### src/rtl/uart_pkg.sv
// Shared UART definitions: the frame FSM state encoding (also used by the receiver),
// the default bit period for the 10 MHz / 115200 baud link and the parity helper.
package uart_pkg;

  localparam int DEFAULT_CLKS_PER_BIT = 87;

  typedef enum logic [2:0] {
    IDLE    = 3'd0,
    START   = 3'd1,
    DATA    = 3'd2,
    PARITY  = 3'd3,
    STOP    = 3'd4,
    CLEANUP = 3'd5
  } uart_state_t;

  function automatic logic parity_bit(input logic [7:0] data, input logic odd);
    return (^data) ^ odd;
  endfunction

endpackage

### src/rtl/tx_byte_fifo.sv
// Small synchronous FIFO with extra-bit pointers; full/empty from pointer compare, no fall-through.
// Writes while full and reads while empty are dropped; count reflects entries held.
module tx_byte_fifo #(
  parameter int DEPTH = 4,
  parameter int WIDTH = 8
) (
  input  logic                   i_Clock,
  input  logic                   i_Reset_n,
  input  logic                   i_Wr_En,
  input  logic [WIDTH-1:0]       i_Wr_Data,
  input  logic                   i_Rd_En,
  output logic [WIDTH-1:0]       o_Rd_Data,
  output logic                   o_Full,
  output logic                   o_Empty,
  output logic [$clog2(DEPTH):0] o_Count
);
  localparam int AW = $clog2(DEPTH);

  logic [WIDTH-1:0] r_Mem [DEPTH];
  logic [AW:0]      r_Wr_Ptr;
  logic [AW:0]      r_Rd_Ptr;
  logic             w_Wr;
  logic             w_Rd;

  assign o_Empty   = (r_Wr_Ptr == r_Rd_Ptr);
  assign o_Full    = (r_Wr_Ptr[AW] != r_Rd_Ptr[AW]) && (r_Wr_Ptr[AW-1:0] == r_Rd_Ptr[AW-1:0]);
  assign o_Count   = r_Wr_Ptr - r_Rd_Ptr;
  assign o_Rd_Data = r_Mem[r_Rd_Ptr[AW-1:0]];
  assign w_Wr      = i_Wr_En && !o_Full;
  assign w_Rd      = i_Rd_En && !o_Empty;

  always_ff @(posedge i_Clock) begin
    if (!i_Reset_n) begin
      r_Wr_Ptr <= '0;
      r_Rd_Ptr <= '0;
    end else begin
      if (w_Wr) r_Wr_Ptr <= r_Wr_Ptr + 1'b1;
      if (w_Rd) r_Rd_Ptr <= r_Rd_Ptr + 1'b1;
    end
  end

  // Storage needs no reset: pointers alone define which entries are valid.
  always_ff @(posedge i_Clock) begin
    if (w_Wr) r_Mem[r_Wr_Ptr[AW-1:0]] <= i_Wr_Data;
  end

endmodule

### src/rtl/uart_tx.sv
// UART transmitter (8N1 default, LSB first) fed by a byte FIFO; line low one clock after a write
// reaches an idle, empty transmitter. o_Tx_Ready drops while the FIFO is full; outputs are registered.
module uart_tx
  import uart_pkg::*;
#(
  parameter int CLKS_PER_BIT = DEFAULT_CLKS_PER_BIT,
  parameter int FIFO_DEPTH   = 4,
  parameter int PARITY_EN    = 0,
  parameter int PARITY_ODD   = 0,
  parameter int STOP_BITS    = 1
) (
  input  logic                        i_Clock,
  input  logic                        i_Reset_n,
  input  logic                        i_Tx_DV,
  input  logic [7:0]                  i_Tx_Byte,
  output logic                        o_Tx_Ready,
  output logic                        o_Tx_Serial,
  output logic                        o_Tx_Active,
  output logic                        o_Tx_Done,
  output logic [$clog2(FIFO_DEPTH):0] o_Fifo_Count
);
  localparam int                CNT_W     = $clog2(CLKS_PER_BIT);
  localparam logic [CNT_W-1:0] CNT_LAST  = CNT_W'(CLKS_PER_BIT - 1);
  localparam logic              STOP_LAST = 1'(STOP_BITS - 1);

  uart_state_t      r_State, w_State_Next;
  logic [CNT_W-1:0] r_Clk_Cnt, w_Clk_Cnt_Next, w_Cnt_Step;
  logic [2:0]       r_Bit_Idx, w_Bit_Idx_Next;
  logic             r_Stop_Idx, w_Stop_Idx_Next;
  logic [7:0]       r_Shift, w_Shift_Next;
  logic             r_Tx_Serial, w_Serial_Next;
  logic             r_Tx_Active, r_Tx_Done;
  logic             w_Bit_End, w_Pop, w_Fifo_Full, w_Fifo_Empty;
  logic [7:0]       w_Fifo_Dat;

  tx_byte_fifo #(.DEPTH(FIFO_DEPTH), .WIDTH(8)) u_fifo (
    .i_Clock   (i_Clock),
    .i_Reset_n (i_Reset_n),
    .i_Wr_En   (i_Tx_DV),
    .i_Wr_Data (i_Tx_Byte),
    .i_Rd_En   (w_Pop),
    .o_Rd_Data (w_Fifo_Dat),
    .o_Full    (w_Fifo_Full),
    .o_Empty   (w_Fifo_Empty),
    .o_Count   (o_Fifo_Count)
  );

  assign o_Tx_Ready  = ~w_Fifo_Full;
  assign o_Tx_Serial = r_Tx_Serial;
  assign o_Tx_Active = r_Tx_Active;
  assign o_Tx_Done   = r_Tx_Done;
  assign w_Bit_End   = (r_Clk_Cnt == CNT_LAST);
  assign w_Cnt_Step  = w_Bit_End ? '0 : r_Clk_Cnt + 1'b1;

  always_comb begin
    w_State_Next    = r_State;
    w_Clk_Cnt_Next  = r_Clk_Cnt;
    w_Bit_Idx_Next  = r_Bit_Idx;
    w_Stop_Idx_Next = r_Stop_Idx;
    w_Shift_Next    = r_Shift;
    w_Pop           = 1'b0;
    case (r_State)
      IDLE: begin
        if (!w_Fifo_Empty) begin
          w_Pop           = 1'b1;
          w_Shift_Next    = w_Fifo_Dat;
          w_Clk_Cnt_Next  = '0;
          w_Bit_Idx_Next  = '0;
          w_Stop_Idx_Next = 1'b0;
          w_State_Next    = START;
        end
      end
      START: begin
        w_Clk_Cnt_Next = w_Cnt_Step;
        if (w_Bit_End) w_State_Next = DATA;
      end
      DATA: begin
        w_Clk_Cnt_Next = w_Cnt_Step;
        if (w_Bit_End) begin
          w_Bit_Idx_Next = r_Bit_Idx + 1'b1;
          if (r_Bit_Idx == 3'd7) w_State_Next = (PARITY_EN != 0) ? PARITY : STOP;
        end
      end
      PARITY: begin
        w_Clk_Cnt_Next = w_Cnt_Step;
        if (w_Bit_End) w_State_Next = STOP;
      end
      STOP: begin
        w_Clk_Cnt_Next = w_Cnt_Step;
        if (w_Bit_End) begin
          if (r_Stop_Idx == STOP_LAST) w_State_Next = CLEANUP;
          else w_Stop_Idx_Next = 1'b1;
        end
      end
      CLEANUP: w_State_Next = IDLE;
      default: w_State_Next = IDLE;
    endcase
  end

  // Line level is decoded from the next state so the pin itself comes straight off a flop.
  always_comb begin
    w_Serial_Next = 1'b1;
    case (w_State_Next)
      START:   w_Serial_Next = 1'b0;
      DATA:    w_Serial_Next = w_Shift_Next[w_Bit_Idx_Next];
      PARITY:  w_Serial_Next = parity_bit(w_Shift_Next, PARITY_ODD != 0);
      default: w_Serial_Next = 1'b1;
    endcase
  end

  always_ff @(posedge i_Clock) begin
    if (!i_Reset_n) begin
      r_State     <= IDLE;
      r_Clk_Cnt   <= '0;
      r_Bit_Idx   <= '0;
      r_Stop_Idx  <= 1'b0;
      r_Shift     <= '0;
      r_Tx_Serial <= 1'b1;
      r_Tx_Active <= 1'b0;
      r_Tx_Done   <= 1'b0;
    end else begin
      r_State     <= w_State_Next;
      r_Clk_Cnt   <= w_Clk_Cnt_Next;
      r_Bit_Idx   <= w_Bit_Idx_Next;
      r_Stop_Idx  <= w_Stop_Idx_Next;
      r_Shift     <= w_Shift_Next;
      r_Tx_Serial <= w_Serial_Next;
      r_Tx_Active <= (w_State_Next == START) || (w_State_Next == DATA) ||
                     (w_State_Next == PARITY) || (w_State_Next == STOP);
      r_Tx_Done   <= (w_State_Next == CLEANUP);
    end
  end

endmodule
### config.mk
export PLATFORM = sky130hd
export DESIGN_NAME = uart_tx
export DESIGN_NICKNAME = d
export VERILOG_FILES = /design/src/rtl/uart_pkg.sv /design/src/rtl/tx_byte_fifo.sv /design/src/rtl/uart_tx.sv
export SDC_FILE = /design/constraint.sdc
export NUM_CORES = 1
export LEC_CHECK = 0
export ABC_AREA = 1
export CAP_MARGIN = 20
export CORE_ASPECT_RATIO = 1.2
export CORE_MARGIN = 4
export CORE_UTILIZATION = 33
export DETAILED_ROUTE_END_ITERATION = 7
export GPL_ROUTABILITY_DRIVEN = 1
export PLACE_DENSITY = 0.53
export SLEW_MARGIN = 20
export SYNTH_ARGS = -nofsm -noshare
export SYNTH_HDL_FRONTEND = slang
export SYNTH_SLANG_ARGS = --single-unit
### constraint.sdc
create_clock -name i_Clock -period 2.85 [get_ports i_Clock]
set_input_delay 0.57 -clock i_Clock [delete_from_list [all_inputs] [get_ports i_Clock]]
set_output_delay 0.57 -clock i_Clock [all_outputs]
set_load 0.01 [all_outputs]
[Word-level counts from Yosys, hierarchy flattened]
Memory sizes are Yosys's and may differ from the RTL's. A register that Yosys moved wholly into a read port is not among the register bits.
Index checks and enable logic that the tools add are counted.
Operators by class
  shifts and indexed selects: 0
  bitwise gates (word level): 1
  div/mod/pow operators: 0
  $lt $le $gt $ge: 1
  reductions and logical operators: 15
  add/subtract/negate cells: 5
  equality and inequality tests: 16
  muxes and demuxes: 29
  $mul: 0
Operators with widths (number)
  two-way mux 3 bit: 9
  two-way mux 8 bit: 2
  one-hot mux 3 bit (5 select lines): 1
  two-way mux 7 bit: 2
  one-hot mux 7 bit (2 select lines): 1
  equality test 3 x 2 -> 1 bit, second input constant: 4
  equality test 3 bit, second input constant: 4
  adder 3 x 1 -> 3 bit, second input constant: 3
  two-way mux 1 bit: 8
  parity 8 bit: 1
  adder 7 x 1 -> 7 bit, second input constant: 1
  equality test 7 bit, second input constant: 1
  equality test 3 x 1 -> 1 bit, second input constant: 2
  one-hot mux 3 bit (2 select lines): 1
  less-than comparator 3 x 4 -> 1 bit, second input constant: 1
  two-way mux 2 bit: 2
  != test 2 bit, second input constant: 2
  nonzero test 2 bit: 2
  OR reduction 4 bit: 1
  binary-select mux 1 bit (select 3 bit): 1
  equality test 3 bit: 1
  logical AND 1 bit: 3
  zero test 3 bit: 1
  logical OR 1 bit: 3
  9 further kinds: 10
Storage, ports and cells
  logic and storage cells: 78
  input bits: 11
  RAM bits: 32
  memory bits (read-only): 0
  register bits after elaboration: 31
  output and inout bits: 7
  bits in latches: 0
  memories: 1
Memories
  u_fifo.r_Mem: words 4, width 8, read ports 1, clocked after memory_dff 1, write ports 1, RTL line tx_byte_fifo.sv:19  | logic [WIDTH-1:0] r_Mem [DEPTH];

[Depth between registers and ports, before layout]
Gate-level depths: netlist of the first run.
  word-level depth: 8
  depth in mapped cells: 17
  depth with buffers taken out: 16

[Hierarchy]
From an unflattened synthesis of the first run, not the netlist that was laid out.
Unflattened totals
  cells, all modules: 435
  area total of the unflattened synthesis: 3502.1 sq um
By module, submodules not included
  uart_tx: sequential area each 480.5 sq um, area an instance 1789.2 sq um, cells an instance 285, instances 1
  tx_byte_fifo: sequential area each 1121.1 sq um, area an instance 1712.9 sq um, cells an instance 150, instances 1

[Worst setup path after synthesis of the first run]
Ideal clock, no wire load.
  path kind: register to register
  start point: reg u_fifo.r_Wr_Ptr[0]
  end point: mem u_fifo.r_Mem[3][0], enable pin
  required time: 2.476 ns
  path buffers: 0
  arrival: 1.624 ns
  slack: 0.852 ns
  cell stages (with the launch flop): 8
  period minus slack after synthesis: 1.998 ns
  setup time: 0.374 ns
  path through: dfxtp_1 -> inv_1 -> ha_1 -> nand2_1 -> inv_1 -> nand3_1 -> nand2_1 -> nor2_1
On the way
  longest elaborated chain between the ends: 6
RTL lines
  start: declaration: RTL line tx_byte_fifo.sv:20  | logic [AW:0] r_Wr_Ptr;
  start signal: assignment: RTL line tx_byte_fifo.sv:37  | if (w_Wr) r_Wr_Ptr <= r_Wr_Ptr + 1'b1;
  equality test 2 bit: RTL line tx_byte_fifo.sv:26  | assign o_Full = (r_Wr_Ptr[AW] != r_Rd_Ptr[AW]) && (r_Wr_Ptr[AW-1:0] == r_Rd_Ptr[AW-1:0]);
  logical AND 1 bit: RTL line tx_byte_fifo.sv:26
  zero test 1 bit: RTL line tx_byte_fifo.sv:29  | assign w_Wr = i_Wr_En && !o_Full;
  logical AND 1 bit: RTL line tx_byte_fifo.sv:29
  two-way mux 1 bit: RTL line tx_byte_fifo.sv:44  | if (w_Wr) r_Mem[r_Wr_Ptr[AW-1:0]] <= i_Wr_Data;
  two-way mux 1 bit (not written as such): RTL line tx_byte_fifo.sv:44
  end: declaration: RTL line tx_byte_fifo.sv:19
Parallel ways exist; a longest one is shown, timed or not.

[Worst setup path in the final report of the first run]
  start point: reg u_fifo.r_Wr_Ptr[0]
  end point: out o_Fifo_Count[2]
On the way
  longest elaborated chain between the ends: 1
RTL lines
  subtractor 3 bit: RTL line tx_byte_fifo.sv:27  | assign o_Count = r_Wr_Ptr - r_Rd_Ptr;
  end: declaration: RTL line uart_tx.sv:20  | output logic [$clog2(FIFO_DEPTH):0] o_Fifo_Count
No other way between the ends.

==> out/summary.txt, run 1 <==
root buffer cell - clkbuf_16
initial antenna violation count - 0
hold buffers post-CTS - 0
DR iter-0 viols - 85
area delta synth->final - 19.3%
fin crit share - 92.5%
total power - 4.33 mW
largest net degree at the start of global routing - 25
via count - 2530
maximum VDD drop - 432 µV
Slew HR - 66.1%
die area - 0.0118 mm²
final RePlAce weighted congestion - 0.816
Design Area, Final - 0.00399 mm²
routed length per instance - 11.2 µm
Avg Inst Size Synth - 8.17 µm²
crit path capture type - primary output
HP Start - u_fifo.r_Rd_Ptr[2]$_SDFFE_PN0P_
Starting Density - 33.6%
Crit path required time - 2.28 ns
H-tree depth - 3
FF-to-FF Start - u_fifo.r_Wr_Ptr[0]$_SDFFE_PN0P_
dominant cell type by area after synthesis - edfxtp_1
Seq/Total Area, Yosys - 47.9%
drt via density - 4.48
Filler cells - 974
clock sink count - 64
number of top-level pins - 18
Vert. Die Dim - 118 µm
worst-skew pair later-pin latency - 0.32 ns
PD cells - 1090 mW/mm²
CTS tree - done
Worst Hold Class - reg2reg
DP HPWL - 4.66 mm
kind of critical path - reg2out
Post-DP Area - 0.00365 mm²
setup TNS after final layout - 0 ns
final setup fails - 0
Leak - 1.73 nW
Critical Path AT - 2.07 ns
post-synthesis net count - 432
Final Max Tran Viols - 0
Least-Margin Pin Slew - 0.505 ns
vias in the first global route - 2442
grt total ovfl - 0
Yosys cell types - 38
Synth area leaders - edfxtp_1 29%, dfxtp_1 19%, nand2_1 15%, inv_1 5.2%, nand3_1 4.8%
first-pass GRT wire length - 10.9 mm
Multi-input gate area - 0.00146 mm²
DRC errors left - 0
status - finished clean
Post-CTS Setup Inserts - 0
Core Area - 0.00996 mm²
ANT cells - 0
RSZ-0062 raised after global routing - no
post-synth top area share - 28.7%
Crit. Startpoint - u_fifo.r_Wr_Ptr[0]$_SDFFE_PN0P_
max-cap violation count - 0
cell count after synthesis - 409
WHS - 0.492 ns
Final Skew - 0.00963 ns
Final ANT Viol Nets - 0
proportion of layout cells with a drive suffix above 1 - 13.7%
crit path max fanout - 5
Sequential Area - 0.00160 mm²
Routed Wire Length - 6.34 mm
post-layout min period - 2.64 ns
Startpoint Class - flip-flop
GRT Overall Usage - 11.4%
Max Clock Freq - 379 MHz
Yosys reg bits - 64
Reg clk slew, reported paths - 0.05 ns
chip width - 99.9 µm
CTS Buf Count - 9
Cell Area, Synth - 0.00334 mm²
IO buf count - 17
CTS Buffer Depth - 2
Final Hold Viols - 0
fin nets - 457
row count - 40
post-cts resize count - 0
Yosys Warn Count - 0
Place WS - 0.540 ns
first-pass iteration count of the detailed router - 4
Final WS setup - 0.214 ns
report_power, final:
group          switching (mW)  internal, mW
Clock                   0.401         0.855
Sequential              0.103          1.12
Combinational            1.20         0.653
area by class of cell:
class                           count  share of cell area, %
Clock inverter                      7                   2.98
Sequential cell                    64                   40.1
Inverter                           57                   5.36
Tap cell                          126                   3.95
Clock buffer                        9                   5.64
Timing Repair Buffer               23                   5.39
Multi-Input combinational cell    279                   36.5
kinds of logic (layout without fill, tap and decap cells):
logic type	count (synthesis)	in the layout	synth area share, %
XOR/XNOR	1	1	0.262
flip-flops	64	64	47.9
buffers and inverters	66	96	8.50
AO/OA/AOI/OAI	36	36	7.26
AND/OR/NAND/NOR	230	230	31.4
adder cells (fa/ha/maj)	12	12	4.72
Yosys cell counts (all sizes together):
library cell,number
a211oi,1
a21boi,1
a21oi,9
a221oi,1
and3,1
buf,7
clkbuf,2
dfxtp,32
edfxtp,32
fa,1
ha,11
inv,57
nand2,147
nand3,34
nand3b,1
nand4,2
nor2,35
nor3,5
nor3b,4
o211ai,1
o21ai,22
o21bai,1
or2,1
xnor2,1
stage by stage:
stage,std cells,utilization [%]
2_1_floorplan,409,-
3_3_place_gp,549,36.6
3_5_place_dp,549,36.6
4_1_cts,565,40.1
5_1_grt,565,40.1
6_report,565,40.1
layout by cell type, fill, tap and decap left out, types with 9 or more instances in the layout:
master,instances
nand2_1,136
inv_1,46
nor2_1,33
nand3_1,32
dfxtp_1,32
edfxtp_1,32
clkdlybuf4s50_1,17
o21ai_0,14
inv_2,11
ha_1,11
clkbuf_16,9
state kept, by name, summed over array words and instances (netlist names), 3 cells and up, named ones only:
signal,flops
u_fifo.r_Mem,32
r_Shift,8
r_Bit_Idx,3
u_fifo.r_Wr_Ptr,3
r_State,3
u_fifo.r_Rd_Ptr,3
r_Clk_Cnt,7
per-layer routing:
layer	track usage, %	routed length (µm)
met3	3.07	159
met2	19.5	3150
met5	0	0
met1	13.5	2910
met4	4.27	119
worst paths after layout:
path / end / depth (start not counted) / slack, ns
min reg2reg: u_fifo.r_Rd_Ptr[2]$_SDFFE_PN0P_ / 2 / 0.49
max: o_Fifo_Count[2] / 5 / 0.21
max reg2reg: o_Tx_Serial$_SDFF_PN1_ / 14 / 0.69
min: u_fifo.r_Rd_Ptr[2]$_SDFFE_PN0P_ / 2 / 0.49
worst max-delay path, stage by stage (launching register included):
cell             delay, ns
dfxtp_1               0.36
inv_1                 0.10
ha_1                  0.20
fa_1                  0.38
xnor2_1               0.16
clkdlybuf4s50_1       0.55
Power figures use the tool's default switching activity.
==> run 2: changes to the inputs <==
- CELL_PAD_IN_SITES_DETAIL_PLACEMENT: unset -> 1
- CELL_PAD_IN_SITES_GLOBAL_PLACEMENT: unset -> 1
- CORE_MARGIN: 4 -> unset
- PLACE_DENSITY: 0.53 -> 0.65
==> run 2 against run 1 <==
Compared with the run above: combinational power increased by 3%; die area decreased by 11%; flip-flop and latch count unchanged; utilization increased by 1.0 points; design area decreased by 0.50%; via count increased by 4.2%; highest routed layer unchanged.
==> out/summary.txt, run 2 (synthesis results as in run 1) <==
kind of critical path - reg2out
hold buffers post-CTS - 0 (unchanged)
Worst Hold Class - reg2reg
initial antenna violation count - 0 (unchanged)
Starting Density - 34.6% (+1.0 points)
first-pass iteration count of the detailed router - 4 (unchanged)
Final WS setup - 0.186 ns (-0.0290 ns)
Reg clk slew, reported paths - 0.05 ns (about the same)
met3 Usage GRT - 3.32% (+0.25 points)
ANT cells - 0 (unchanged)
Final ANT Viol Nets - 0 (unchanged)
DP HPWL - 5.41 mm (+16%)
Core Area - 0.00966 mm² (-3.0%)
crit path max fanout - 5 (unchanged)
GR Util met1 - 18.8% (+5.3 points)
WHS - 0.493 ns (+0.00102 ns)
met2 Use GR - 27.1% (+7.6 points)
PD cells - 1090 mW/mm² (+0.84%)
grt total ovfl - 0 (unchanged)
number of top-level pins - 18 (unchanged)
number of flip-flops in the largest register - 32 (unchanged)
vias in the first global route - 2715 (+11%)
clock sink count - 64 (unchanged)
Crit path required time - 2.28 ns (about the same)
grt peak-use layer - met2
FF-to-FF Start - u_fifo.r_Wr_Ptr[0]$_SDFFE_PN0P_
first-pass GRT wire length - 12.6 mm (+15%)
routed length per instance - 13.1 µm (+17%)
chip width - 93.9 µm (-6.0%)
non-filler cells, final - 562 (-0.53%)
root buffer cell - clkbuf_16
Inst Count DP - 546 (-0.55%)
CTS tree - done
status - finished clean
post-layout min period - 2.66 ns (+0.0290 ns)
Startpoint Class - flip-flop
die area - 0.0105 mm² (-11%)
Crit. Startpoint - u_fifo.r_Wr_Ptr[0]$_SDFFE_PN0P_
final setup fails - 0 (unchanged)
row count - 39 (-2.5%)
area delta synth->final - 18.8%
H-tree depth - 3 (unchanged)
Place WS - 0.520 ns (-0.0200 ns)
max-cap violation count - 0 (unchanged)
fin crit share - 93.5% (+1.0 points)
final RePlAce weighted congestion - 0.772 (-5.5%)
IO buf count - 17 (unchanged)
Final Max Tran Viols - 0 (unchanged)
setup TNS after final layout - 0 ns (unchanged)
Slew HR - 67.4% (+1.3 points)
CTS Buf Count - 9 (unchanged)
CTS Buffer Depth - 2 (unchanged)
Filler cells - 1199 (+23%)
Critical Path AT - 2.09 ns (+0.02 ns)
Least-Margin Pin Slew - 0.486 ns (-0.0189 ns)
GRT Overall Usage - 15.8% (+4.4 points)
Routed Wire Length - 7.39 mm (+17%)
Final Hold Viols - 0 (unchanged)
DR iter-0 viols - 69 (-19%)
via count - 2637 (+4.2%)
commonest non-fill, non-tap cell in the layout - nand2_1
Max Clock Freq - 375 MHz (-1.1%)
DRC errors left - 0 (unchanged)
drt via density - 4.69 (+4.8%)
proportion of layout cells with a drive suffix above 1 - 13.9% (+0.23 points)
RSZ-0062 raised after global routing - no
HP Start - u_fifo.r_Rd_Ptr[2]$_SDFFE_PN0P_
post-cts resize count - 0 (unchanged)
worst-skew pair later-pin latency - 0.34 ns (+0.02 ns)
Final Util - 41.1% (+1.0 points)
Post-CTS Setup Inserts - 0 (unchanged)
largest net degree at the start of global routing - 25 (unchanged)
maximum VDD drop - 481 µV (+11%)
Leak - 1.72 nW (-0.41%)
crit path capture type - primary output
most frequent cells in the layout - 136 x nand2_1, 46 x inv_1, 33 x nor2_1
Vert. Die Dim - 112 µm (-5.1%)
Final Skew - 0.00791 ns (-0.00173 ns)
fin nets - 457 (unchanged)
-- run 2: power breakdown --
group / internal (mW) / total, mW / leakage [nW] / switching, mW
logic: 0.654 / 1.91 / 1.01 / 1.25
clock network: 0.774 / 1.21 / 0.157 / 0.435
registers: 1.12 / 1.23 / 0.556 / 0.111
total: 2.55 / 4.35 / 1.72 / 1.80
-- run 2: worst paths after layout --
path / to / slack (ns) / cells after the start
hold reg to reg: u_fifo.r_Rd_Ptr[2]$_SDFFE_PN0P_ / 0.49 / 2
hold / removal: u_fifo.r_Rd_Ptr[2]$_SDFFE_PN0P_ / 0.49 / 2
setup reg to reg: o_Tx_Serial$_SDFF_PN1_ / 0.64 / 14
setup / recovery: o_Fifo_Count[2] / 0.19 / 5
-- run 2: final cells by class --
type / count / area, µm² / area share, %
inverter: 57 / 214 / 5.39
sequential: 64 / 1600 / 40.3
multi-input combinational: 279 / 1460 / 36.7
clock inverter: 7 / 103 / 2.58
timing repair buffer: 23 / 215 / 5.42
tap: 123 / 154 / 3.88
clock buffer: 9 / 225 / 5.67
-- run 2: worst max-delay path, cell delays in order, from the launching register on --
cell             delay [ns]
dfxtp_1                0.35
inv_1                  0.11
ha_1                   0.21
fa_1                   0.38
xnor2_1                0.16
clkdlybuf4s50_1        0.55
-- run 2: per-stage QoR --
stage	area, µm²	power, mW
after floorplan	3340	2.75
after global placement	3640	3.13
after detailed placement	3640	3.19
after CTS	3970	4.43
after global routing	3970	4.71
final	3970	4.35
-- run 2: metal layers --
metal | up-vias | wire, µm
met5 | - | 0
met4 | 0 | 141
met3 | 11 | 154
met2 | 18 | 3750
met1 | 1254 | 3340
li1 | 1354 | -
